$ cat config.mk
export PLATFORM = sky130hd
export DESIGN_NAME = program_load_sequencer_flat
export DESIGN_NICKNAME = d
export VERILOG_FILES = /design/src/rtl/program_load_sequencer_if.sv /design/src/rtl/program_load_sequencer.sv /design/src/flat_wrapper.sv
export SDC_FILE = /design/constraint.sdc
export NUM_CORES = 1
export LEC_CHECK = 0
export BUFFER_PORTS_ARGS = -buffer_cell sky130_fd_sc_hd__buf_2
export CORE_MARGIN = 4
export CORE_UTILIZATION = 33
export CTS_CLUSTER_SIZE = 14
export DETAILED_ROUTE_END_ITERATION = 12
export PLACE_DENSITY_LB_ADDON = 0.05
export SYNTH_ARGS = -nofsm -noshare
export SYNTH_HDL_FRONTEND = slang
export SYNTH_SLANG_ARGS = --single-unit
$ cat constraint.sdc
create_clock -name clk -period 5.7 [get_ports clk]
set_clock_uncertainty 0.1 [all_clocks]
set_input_delay 0.57 -clock clk [delete_from_list [all_inputs] [get_ports clk]]
set_output_delay 0.57 -clock clk [all_outputs]
set_load 0.01 [all_outputs]
$ cat src/rtl/program_load_sequencer_if.sv
// program_load_sequencer_if
//   Groups the load-stream handshake and the two memory write ports of the
//   program load sequencer into one bundle.
//   Load stream : s_valid, s_ready, s_tag, s_addr, s_data, s_last
//   Instr write : ins_we, instr_addr, instr
//   Data write  : data_we, data_addr, data
//   master : image source / memory side (drives the stream, observes writes)
//   slave  : the sequencer (accepts the stream, drives the writes)
interface program_load_sequencer_if #(
    parameter int ADDR_W = 10,
    parameter int DATA_W = 32
);
    logic              s_valid;
    logic              s_ready;
    logic              s_tag;
    logic [ADDR_W-1:0] s_addr;
    logic [DATA_W-1:0] s_data;
    logic              s_last;

    logic              ins_we;
    logic [ADDR_W-1:0] instr_addr;
    logic [DATA_W-1:0] instr;

    logic              data_we;
    logic [ADDR_W-1:0] data_addr;
    logic [DATA_W-1:0] data;

    modport master (
        output s_valid, s_tag, s_addr, s_data, s_last,
        input  s_ready,
        input  ins_we, instr_addr, instr,
        input  data_we, data_addr, data
    );

    modport slave (
        input  s_valid, s_tag, s_addr, s_data, s_last,
        output s_ready,
        output ins_we, instr_addr, instr,
        output data_we, data_addr, data
    );
endinterface

$ cat src/rtl/program_load_sequencer.sv
// program_load_sequencer
//   Boot/run sequencer in front of processor_top. Accepts a tagged word
//   stream, writes each word into instruction (tag 0) or data (tag 1) memory,
//   holds the core in reset while loading and for RESET_HOLD cycles after
//   the last write, then releases it and counts run cycles until the core
//   reports done or the watchdog expires.
//
// Ports
//   clk, rst     clock, asynchronous active-high reset
//   bus          program_load_sequencer_if.slave: load stream + memory writes
//   clr          synchronous abort/acknowledge, returns to IDLE
//   cpu_rst      reset to processor_top (high in every state except RUN)
//   cpu_done     processor done flag
//   busy         high in LOAD, RELEASE, RUN
//   run_done     high in DONE
//   timeout      high in TIMEOUT
//   cycle_count  RUN cycles elapsed
//   checksum     running XOR of accepted words (optional)
//
// Configuration
//   PLS_CHECKSUM_EN  when defined, checksum is the XOR of s_data over every
//                    accepted beat since the last reset/clr; otherwise 0.
module program_load_sequencer #(
    parameter int ADDR_W      = 10,
    parameter int DATA_W      = 32,
    parameter int RESET_HOLD  = 4,
    parameter int TIMEOUT_CYC = 1024
) (
    input  logic                       clk,
    input  logic                       rst,
    program_load_sequencer_if.slave    bus,
    input  logic                       clr,
    output logic                       cpu_rst,
    input  logic                       cpu_done,
    output logic                       busy,
    output logic                       run_done,
    output logic                       timeout,
    output logic [31:0]                cycle_count,
    output logic [DATA_W-1:0]          checksum
);

    localparam int HOLD_W = $clog2(RESET_HOLD + 1);

    typedef enum logic [2:0] {
        ST_IDLE,
        ST_LOAD,
        ST_RELEASE,
        ST_RUN,
        ST_DONE,
        ST_TIMEOUT
    } state_e;

    state_e            state_q, state_d;
    logic              s_ready_q, s_ready_d;
    logic [HOLD_W-1:0] hold_cnt_q, hold_cnt_d;
    logic [31:0]       cycle_count_q, cycle_count_d;

    logic              ins_we_q, ins_we_d;
    logic              data_we_q, data_we_d;
    logic [ADDR_W-1:0] instr_addr_q, instr_addr_d;
    logic [DATA_W-1:0] instr_q, instr_d;
    logic [ADDR_W-1:0] data_addr_q, data_addr_d;
    logic [DATA_W-1:0] data_q, data_d;

    logic              accept;

    assign accept = bus.s_valid && s_ready_q;

    // Next-state logic. s_ready is registered from the next state so that it
    // reads 0 while reset is held and rises on the first cycle afterwards.
    // The RELEASE counter includes the cycle carrying the final write strobe,
    // so RESET_HOLD full cycles elapse after that strobe before RUN.
    always_comb begin
        state_d    = state_q;
        hold_cnt_d = '0;

        case (state_q)
            ST_IDLE, ST_LOAD: begin
                if (accept) begin
                    state_d = bus.s_last ? ST_RELEASE : ST_LOAD;
                end
            end
            ST_RELEASE: begin
                hold_cnt_d = hold_cnt_q + HOLD_W'(1);
                if (hold_cnt_q == HOLD_W'(RESET_HOLD)) begin
                    state_d = ST_RUN;
                end
            end
            ST_RUN: begin
                if (cpu_done) begin
                    state_d = ST_DONE;
                end else if (cycle_count_q == 32'(TIMEOUT_CYC - 1)) begin
                    state_d = ST_TIMEOUT;
                end
            end
            default: begin
                state_d = state_q;
            end
        endcase

        if (clr) begin
            state_d = ST_IDLE;
        end

        s_ready_d = (state_d == ST_IDLE) || (state_d == ST_LOAD);
    end

    // Run-cycle counter: cleared on RUN entry, counts every RUN cycle
    // including the one in which cpu_done is seen. The watchdog exit leaves
    // the count at TIMEOUT_CYC-1, the value that triggered it.
    always_comb begin
        cycle_count_d = cycle_count_q;
        if (state_q == ST_RELEASE && state_d == ST_RUN) begin
            cycle_count_d = '0;
        end else if (state_q == ST_RUN && state_d != ST_TIMEOUT) begin
            cycle_count_d = cycle_count_q + 32'd1;
        end
    end

    // Registered write path: a beat accepted on one edge produces its strobe
    // for exactly the following cycle; address/data hold their last value.
    always_comb begin
        ins_we_d     = accept && !bus.s_tag;
        data_we_d    = accept && bus.s_tag;
        instr_addr_d = instr_addr_q;
        instr_d      = instr_q;
        data_addr_d  = data_addr_q;
        data_d       = data_q;
        if (accept && !bus.s_tag) begin
            instr_addr_d = bus.s_addr;
            instr_d      = bus.s_data;
        end
        if (accept && bus.s_tag) begin
            data_addr_d = bus.s_addr;
            data_d      = bus.s_data;
        end
    end

    // State and datapath registers.
    always_ff @(posedge clk or posedge rst) begin
        if (rst) begin
            state_q       <= ST_IDLE;
            s_ready_q     <= 1'b0;
            hold_cnt_q    <= '0;
            cycle_count_q <= '0;
            ins_we_q      <= 1'b0;
            data_we_q     <= 1'b0;
            instr_addr_q  <= '0;
            instr_q       <= '0;
            data_addr_q   <= '0;
            data_q        <= '0;
        end else begin
            state_q       <= state_d;
            s_ready_q     <= s_ready_d;
            hold_cnt_q    <= hold_cnt_d;
            cycle_count_q <= cycle_count_d;
            ins_we_q      <= ins_we_d;
            data_we_q     <= data_we_d;
            instr_addr_q  <= instr_addr_d;
            instr_q       <= instr_d;
            data_addr_q   <= data_addr_d;
            data_q        <= data_d;
        end
    end

`ifdef PLS_CHECKSUM_EN
    logic [DATA_W-1:0] checksum_q, checksum_d;

    // Running XOR of accepted words; clr restarts it.
    always_comb begin
        checksum_d = checksum_q;
        if (clr) begin
            checksum_d = '0;
        end else if (accept) begin
            checksum_d = checksum_q ^ bus.s_data;
        end
    end

    always_ff @(posedge clk or posedge rst) begin
        if (rst) begin
            checksum_q <= '0;
        end else begin
            checksum_q <= checksum_d;
        end
    end

    assign checksum = checksum_q;
`else
    assign checksum = '0;
`endif

    assign bus.s_ready    = s_ready_q;
    assign bus.ins_we     = ins_we_q;
    assign bus.instr_addr = instr_addr_q;
    assign bus.instr      = instr_q;
    assign bus.data_we    = data_we_q;
    assign bus.data_addr  = data_addr_q;
    assign bus.data       = data_q;

    assign cpu_rst     = (state_q != ST_RUN);
    assign busy        = (state_q == ST_LOAD) || (state_q == ST_RELEASE) || (state_q == ST_RUN);
    assign run_done    = (state_q == ST_DONE);
    assign timeout     = (state_q == ST_TIMEOUT);
    assign cycle_count = cycle_count_q;

endmodule
$ cat src/flat_wrapper.sv
// flat-port wrapper written by rule: the top's interface ports become plain ports
module program_load_sequencer_flat 
#(
    parameter int ADDR_W      = 10,
    parameter int DATA_W      = 32,
    parameter int RESET_HOLD  = 4,
    parameter int TIMEOUT_CYC = 1024
)
  (clk, rst, clr, cpu_rst, cpu_done, busy, run_done, timeout, cycle_count, checksum, bus_s_valid, bus_s_tag, bus_s_addr, bus_s_data, bus_s_last, bus_s_ready, bus_ins_we, bus_instr_addr, bus_instr, bus_data_we, bus_data_addr, bus_data);
  program_load_sequencer_if #(.ADDR_W(ADDR_W), .DATA_W(DATA_W)) bus_i ();
  input  logic clk;
  input  logic rst;
  input  logic clr;
  output logic cpu_rst;
  input  logic cpu_done;
  output logic busy;
  output logic run_done;
  output logic timeout;
  output logic [31:0] cycle_count;
  output logic [DATA_W-1:0] checksum;
  input wire logic [$bits(bus_i.s_valid)-1:0] bus_s_valid;
  input wire logic [$bits(bus_i.s_tag)-1:0] bus_s_tag;
  input wire logic [$bits(bus_i.s_addr)-1:0] bus_s_addr;
  input wire logic [$bits(bus_i.s_data)-1:0] bus_s_data;
  input wire logic [$bits(bus_i.s_last)-1:0] bus_s_last;
  output wire logic [$bits(bus_i.s_ready)-1:0] bus_s_ready;
  output wire logic [$bits(bus_i.ins_we)-1:0] bus_ins_we;
  output wire logic [$bits(bus_i.instr_addr)-1:0] bus_instr_addr;
  output wire logic [$bits(bus_i.instr)-1:0] bus_instr;
  output wire logic [$bits(bus_i.data_we)-1:0] bus_data_we;
  output wire logic [$bits(bus_i.data_addr)-1:0] bus_data_addr;
  output wire logic [$bits(bus_i.data)-1:0] bus_data;
  assign bus_i.s_valid = bus_s_valid;
  assign bus_i.s_tag = bus_s_tag;
  assign bus_i.s_addr = bus_s_addr;
  assign bus_i.s_data = bus_s_data;
  assign bus_i.s_last = bus_s_last;
  assign bus_s_ready = bus_i.s_ready;
  assign bus_ins_we = bus_i.ins_we;
  assign bus_instr_addr = bus_i.instr_addr;
  assign bus_instr = bus_i.instr;
  assign bus_data_we = bus_i.data_we;
  assign bus_data_addr = bus_i.data_addr;
  assign bus_data = bus_i.data;
  program_load_sequencer #(.ADDR_W(ADDR_W), .DATA_W(DATA_W), .RESET_HOLD(RESET_HOLD), .TIMEOUT_CYC(TIMEOUT_CYC)) u_core (.clk(clk), .rst(rst), .bus(bus_i), .clr(clr), .cpu_rst(cpu_rst), .cpu_done(cpu_done), .busy(busy), .run_done(run_done), .timeout(timeout), .cycle_count(cycle_count), .checksum(checksum));
endmodule
==> results of run 1 <==
-- synth_stat cells, drive strengths merged (2+ instances only) --
library cell	number
xnor2	13
nor2	31
or4	2
nand2	23
mux2i	3
a21oi	8
ha	3
and2	3
a2111oi	3
nand4	11
a211oi	8
o21ai	6
o41ai	2
nand3b	2
clkbuf	10
xor2	7
mux2	84
nand3	16
inv	8
or3	4
dfrtp	125
nor2b	2
nor3	3
and3	9
nor3b	3
buf	41
a21o	2
nor4	8
-- area by class of cell --
cell class | instances | area, sq um | share of cell area
repair buffers | 175 | 886 | 0.123
clock buffers | 18 | 429 | 0.0597
multi-input cells | 296 | 2250 | 0.313
flip-flops and latches | 125 | 3130 | 0.435
inverters | 8 | 32.5 | 0.00452
well taps | 220 | 275 | 0.0383
diodes | 1 | 2.50 | 0.000348
clock inverters | 13 | 191 | 0.0266
-- kinds of logic (layout without fill, tap and decap cells) --
kind of cell / Yosys count / after routing / share of synthesized area
compound gates: 32 / 32 / 0.0467
flops: 125 / 125 / 0.556
mux: 87 / 87 / 0.173
xor+xnor: 20 / 20 / 0.0311
buf+inv: 59 / 214 / 0.0669
simple gates: 122 / 122 / 0.118
other cells: 1 / 33 / 0.000667
fa+ha+maj: 3 / 3 / 0.00667
-- stage by stage --
stage | power (uW) | instance area, sq um | hold WS [ns] | setup WS, ns | util
global placement | 1830 | 6570 | 0.371 | 2.85 | 0.395
finish | 2960 | 7190 | 0.206 | 2.78 | 0.432
global route | 3120 | 7190 | 0.272 | 2.57 | 0.432
detailed placement | 1840 | 6570 | 0.368 | 2.82 | 0.395
CTS | 3010 | 7190 | 0.235 | 2.81 | 0.432
floorplan | 1560 | 5740 | 0.338 | 1.70 | -
-- routing by layer --
metal	wire length, um	GRT usage	share of wire
met5	0	0	0
met4	239	0.0546	0.017
met3	1180	0.0572	0.083
met2	7080	0.250	0.50
met1	5800	0.181	0.41
-- critical path, cell delays in order, from the launching register on --
cell	delay, ns
dfrtp_1	0.43
ha_1	0.20
nand3_1	0.15
or3_1	0.48
o41ai_4	0.82
and2_1	0.34
or3_1	0.16
mux2i_1	0.17
-- registers in the layout (all words and copies together) (netlist names) --
signal	cells
u_core.bus.data	32
u_core.bus.data_addr	10
u_core.bus.data_we	1
u_core.bus.ins_we	1
u_core.bus.instr	32
u_core.bus.instr_addr	10
u_core.bus.s_ready	1
u_core.cycle_count	32
u_core.hold_cnt_q	3
u_core.state_q	3
-- how the worst max path moves through the flow --
stage                        endpoint  slack, ns
4_1_cts         u_core.cycle_count[5]       2.81
2_1_floorplan      u_core.bus.data[0]       1.70
3_3_place_gp   u_core.cycle_count[19]       2.85
6_report        u_core.cycle_count[5]       2.78
5_1_grt         u_core.cycle_count[5]       2.57
3_5_place_dp   u_core.cycle_count[19]       2.82
-- power breakdown --
part | internal (uW) | switching, uW | leakage [uW] | total (uW)
clock network | 733 | 412 | 0.000293 | 1140
logic | 279 | 310 | 0.00158 | 589
registers | 1070 | 155 | 0.00150 | 1220
==> out/summary.txt, run 1 <==
Vias - 4,067
Final setup vio count - 0
CP Class - register to register
CP endpoint kind - register
R2R Setup Slk - 2.78 ns
Pre-Repair DR Iteration Count - 4
Crit. Startpoint - u_core.cycle_count[0]
RSZ-0062 raised after global routing - no
Slew @ Worst Pin - 0.828 ns
EDFF count, synth - 0
Root Buffer - clkbuf_16
Reg2reg end - u_core.cycle_count[5]
Max-slew headroom - 0.448
IO Port Bufs - 171
Drt total wl - 14,300 um
CTS sink cnt - 125
Largest cells by area after synthesis - dfrtp_1 (56%), mux2_2 (17%), buf_4 (4.5%)
Iter 0 DRT Violations - 157
Final HPWL DP - 10,200 um
Non-Filler Instances - 856
Max Root-Sink Buffers - 2
Total GRT Usage - 0.151
FF+latch count, synth - 125
Wire per inst - 16.7 um
Clk pin slew, worst setup/hold paths - 0.06 ns
Period utilization - 0.513
Most frequent cells in the layout - buf_2 (171), dfrtp_1 (125), mux2_2 (84)
Vias per cell - 4.75
Mapped Cells - 449
Syn-to-layout area delta - 27.9%
Final antenna-violating net count - 0
Sequential area share after synthesis - 0.556
Die area - 19,200 sq um
Starting density of the core - 0.338
Gpl congestion - 0.781
Outcome - completed
Chip height - 139 um
Worst reg2reg startpoint - u_core.cycle_count[0]
Commonest non-fill, non-tap cell in the layout - buf_2
Placed Cells - 824
CTS tree - built
Setup TNS - 0 ns
Post_cts resized - 0
Synth cell types - 48
Hold Crit Class - input port to async pin
Boundary Pins - 204
CP Launch Type - register
Final Critical Period - 2.92 ns
Vias in the first global route - 4,282
First-pass GRT wire length - 23,300 um
Worst-path fanout max - 13
Critical Path AT - 3.16 ns
Final-stage net count - 675
Fillers - 1,630
Synthesis warning total - 0
CTS Hold Bufs - 0
Max_cap viols - 0
Clk_lat worst skew - 0.41 ns
Static leakage - 0.00338 uW
Fraction of layout cells with a size suffix above 1 - 0.477
VDD IR max - 0.000185 V
Initial antenna violation count - 0
Fmax achieved - 342 MHz
Dominant synthesized flop cell - dfrtp_1
Mean Syn Cell Area - 12.5 sq um
Post-CTS setup buffers - 0
Final Hold Vio Count - 0
Largest net degree at the start of global routing - 65
Num CTS Buffers - 17
Reg2reg path depth - 7
Overflow after GRT - 0
Mapped Area - 5630 sq um
Pwr Density - 411 nW/um^2
Worst endpoint required time - 5.93 ns
Max Slew Vio Count - 0
Horiz. Die Dim - 139 um
DRC Markers - 0
Async SR Flop Fraction - 1.00
Row count - 47
Number of H-tree levels - 4
Share of the synthesized area in the top cell type - 0.556
Largest area contributor in the netlist - dfrtp_1
Core area - 16,600 sq um
No activity file was read; power rests on OpenSTA's default activity.
==> run 2, diff against run 1 <==
==> constraint.sdc (replaced) <==
create_clock -name clk -period 2.8 [get_ports clk]
set_clock_uncertainty 0.1 [all_clocks]
set_input_delay 0.28 -clock clk [delete_from_list [all_inputs] [get_ports clk]]
set_output_delay 0.28 -clock clk [all_outputs]
set_load 0.01 [all_outputs]
==> run 2 against run 1 <==
The flow now finishes with violations (negative hold slack). Clock power up 110%. Register-to-register slack got worse by 2.5 ns. Global-route usage about the same. Cell count grew 4.1%. First-iteration DRC count shrank 25%. Critical path depth up 1.
==> out/summary.txt, run 2 (synthesis gave the netlist of run 1 again) <==
Vias - 4,145 (was 4,067)
Max_cap viols - 0 (unchanged)
Starting density of the core - 0.338 (unchanged)
DRC Markers - 0 (unchanged)
Ant. Diodes - 0 (was 1)
Final Critical Period - 2.52 ns (was 2.92 ns)
Pwr Density - 809 nW/um^2 (was 411 nW/um^2)
Fmax achieved - 396 MHz (was 342 MHz)
Clk_lat worst skew - 0.40 ns (was 0.41 ns)
Static leakage - 0.00356 uW (was 0.00338 uW)
Critical Path AT - 2.75 ns (was 3.16 ns)
Vias per cell - 4.65 (was 4.75)
Gpl congestion - 0.815 (was 0.781)
Setup TNS - 0 ns (unchanged)
Commonest non-fill, non-tap cell in the layout - buf_2 (unchanged)
Max Root-Sink Buffers - 2 (unchanged)
Final antenna-violating net count - 0 (unchanged)
Vias in the first global route - 4,323 (was 4,282)
Overflow after GRT - 0 (unchanged)
CP Class - register to register (unchanged)
Wire per inst - 16.2 um (was 16.7 um)
CTS tree - built (unchanged)
Num CTS Buffers - 17 (unchanged)
Chip height - 139 um (unchanged)
Post-CTS setup buffers - 0 (unchanged)
Syn-to-layout area delta - 34.1% (was 27.9%)
Reg2reg path depth - 8 (was 7)
Final setup vio count - 0 (unchanged)
CTS sink cnt - 125 (unchanged)
Hold Crit Class - input port to async pin (unchanged)
Horiz. Die Dim - 139 um (unchanged)
Place WS - 0.153 ns (was 2.82 ns)
Critical-path top delay cell - or3_1 (was o41ai_4)
CP endpoint kind - register (unchanged)
Crit path largest cell delay - 0.48 ns (was 0.82 ns)
CP Cell Sequence - ha_1 -> nand3_1 -> or3_1 -> o41ai_4 -> buf_4 -> a21o_1 -> o21ai_0 -> a21oi_1 (was ha_1 -> nand3_1 -> or3_1 -> o41ai_4 -> and2_1 -> or3_1 -> mux2i_1)
Final WS setup - 0.276 ns (was 2.78 ns)
Outcome - complete, but fails checks (was completed)
Max-slew headroom - 0.554 (was 0.448)
Period utilization - 0.902 (was 0.513)
Fraction of layout cells with a size suffix above 1 - 0.468 (was 0.477)
IO Port Bufs - 171 (unchanged)
Final-stage net count - 710 (was 675)
Row count - 47 (unchanged)
Boundary Pins - 204 (unchanged)
CP Launch Type - register (unchanged)
Iter 0 DRT Violations - 118 (was 157)
WP depth - 8 (was 7)
Root Buffer - clkbuf_16 (unchanged)
Initial antenna violation count - 0 (unchanged)
VDD IR max - 0.000394 V (was 0.000185 V)
Die area - 19,200 sq um (unchanged)
Drt total wl - 14,400 um (was 14,300 um)
Most frequent cells in the layout - buf_2 (171), dfrtp_1 (125), mux2_2 (84) (unchanged)
Post_cts resized - 0 (unchanged)
Number of H-tree levels - 4 (unchanged)
Max Slew Vio Count - 0 (unchanged)
RSZ-0062 raised after global routing - no (unchanged)
Total GRT Usage - 0.152 (was 0.151)
Worst endpoint required time - 3.03 ns (was 5.93 ns)
Pre-Repair DR Iteration Count - 4 (unchanged)
CP delay by family, top - compound AO/OA/AOI/OAI gates (was simple AND/OR/NAND/NOR gates)
Final HPWL DP - 10,100 um (was 10,200 um)
Largest net degree at the start of global routing - 126 (was 65)
Slew @ Worst Pin - 0.670 ns (was 0.828 ns)
Final hold slack - -0.0176 ns (was 0.206 ns)
Clk pin slew, worst setup/hold paths - 0.06 ns (about the same)
First-pass GRT wire length - 23,400 um (was 23,300 um)
Fillers - 1,594 (was 1,630)
Worst-path fanout max - 8 (was 13)
Worst Path Buf+Inv - 1 (was 0)
Violated checks - negative hold slack
Final Hold Vio Count - 16 (was 0)
Core area - 16,600 sq um (unchanged)
run 2: changes by cell type in the layout (fill, tap and decap cells not counted), moves of 2 or more:
| cell | previous run | this run |
|---|---|---|
| dlygate4sd3_1 | 0 | 24 |
| buf_4 | 4 | 14 |
| clkbuf_8 | 0 | 3 |
| clkinv_2 | 1 | 3 |
| clkinv_4 | 3 | 1 |
run 2: final cells by class:
cell class	instances	area (sq um)	share of cell area
clock buffers	22	474	0.0629
clock inverters	10	160	0.0212
well taps	220	275	0.0365
repair buffers	210	1220	0.162
inverters	8	33.8	0.00448
flip-flops and latches	125	3130	0.415
multi-input cells	296	2250	0.298
run 2: worst paths after layout:
| path | start | endpoint | slack (ns) |
|---|---|---|---|
| setup reg to reg | u_core.cycle_count[0] | u_core.cycle_count[15] | 0.28 |
| max in group asynchronous | rst | u_core.cycle_count[9] | 2.12 |
| min in group clk | bus_s_data[29] | u_core.bus.data[29] | 0.02 |
| hold / removal | rst | u_core.bus.data_we | -0.02 |
| setup / recovery | u_core.cycle_count[0] | u_core.cycle_count[15] | 0.28 |
| hold reg to reg | u_core.hold_cnt_q[0] | u_core.hold_cnt_q[0] | 0.36 |
run 2: power breakdown:
part	leakage, uW	switching, uW	internal (uW)	total [uW]
combinational	0.00174	668	611	1280
sequential	0.00150	299	2170	2470
clock	0.000310	786	1560	2350
total	0.00356	1750	4350	6100
run 2: worst min-delay path: stages:
cell and delay (ns):
buf_2 0.12, clkinvlp_4 0.07, buf_12 0.49
run 2: layer usage:
| metal | track usage | part of all wire |
|---|---|---|
| met1 | 0.183 | 0.40 |
| met2 | 0.250 | 0.50 |
| met3 | 0.0579 | 0.091 |
| met4 | 0.0504 | 0.013 |
| met5 | 0 | 0 |
run 2: per-stage QoR:
stage                     instance area (sq um)   util  power, uW  instances
after floorplan                            5750      -       3180        480
after global placement                     6670  0.401       3750        835
after detailed placement                   6670  0.401       3780        835
after CTS                                  7540  0.453       6200        891
after global routing                       7540  0.453       6450        891
final                                      7540  0.453       6100        891
run 2: repair_timing:
action,CTS,global route
endpoints found under the setup margin,0,4
hold buffers,24,0
endpoints found under the hold margin,34,0
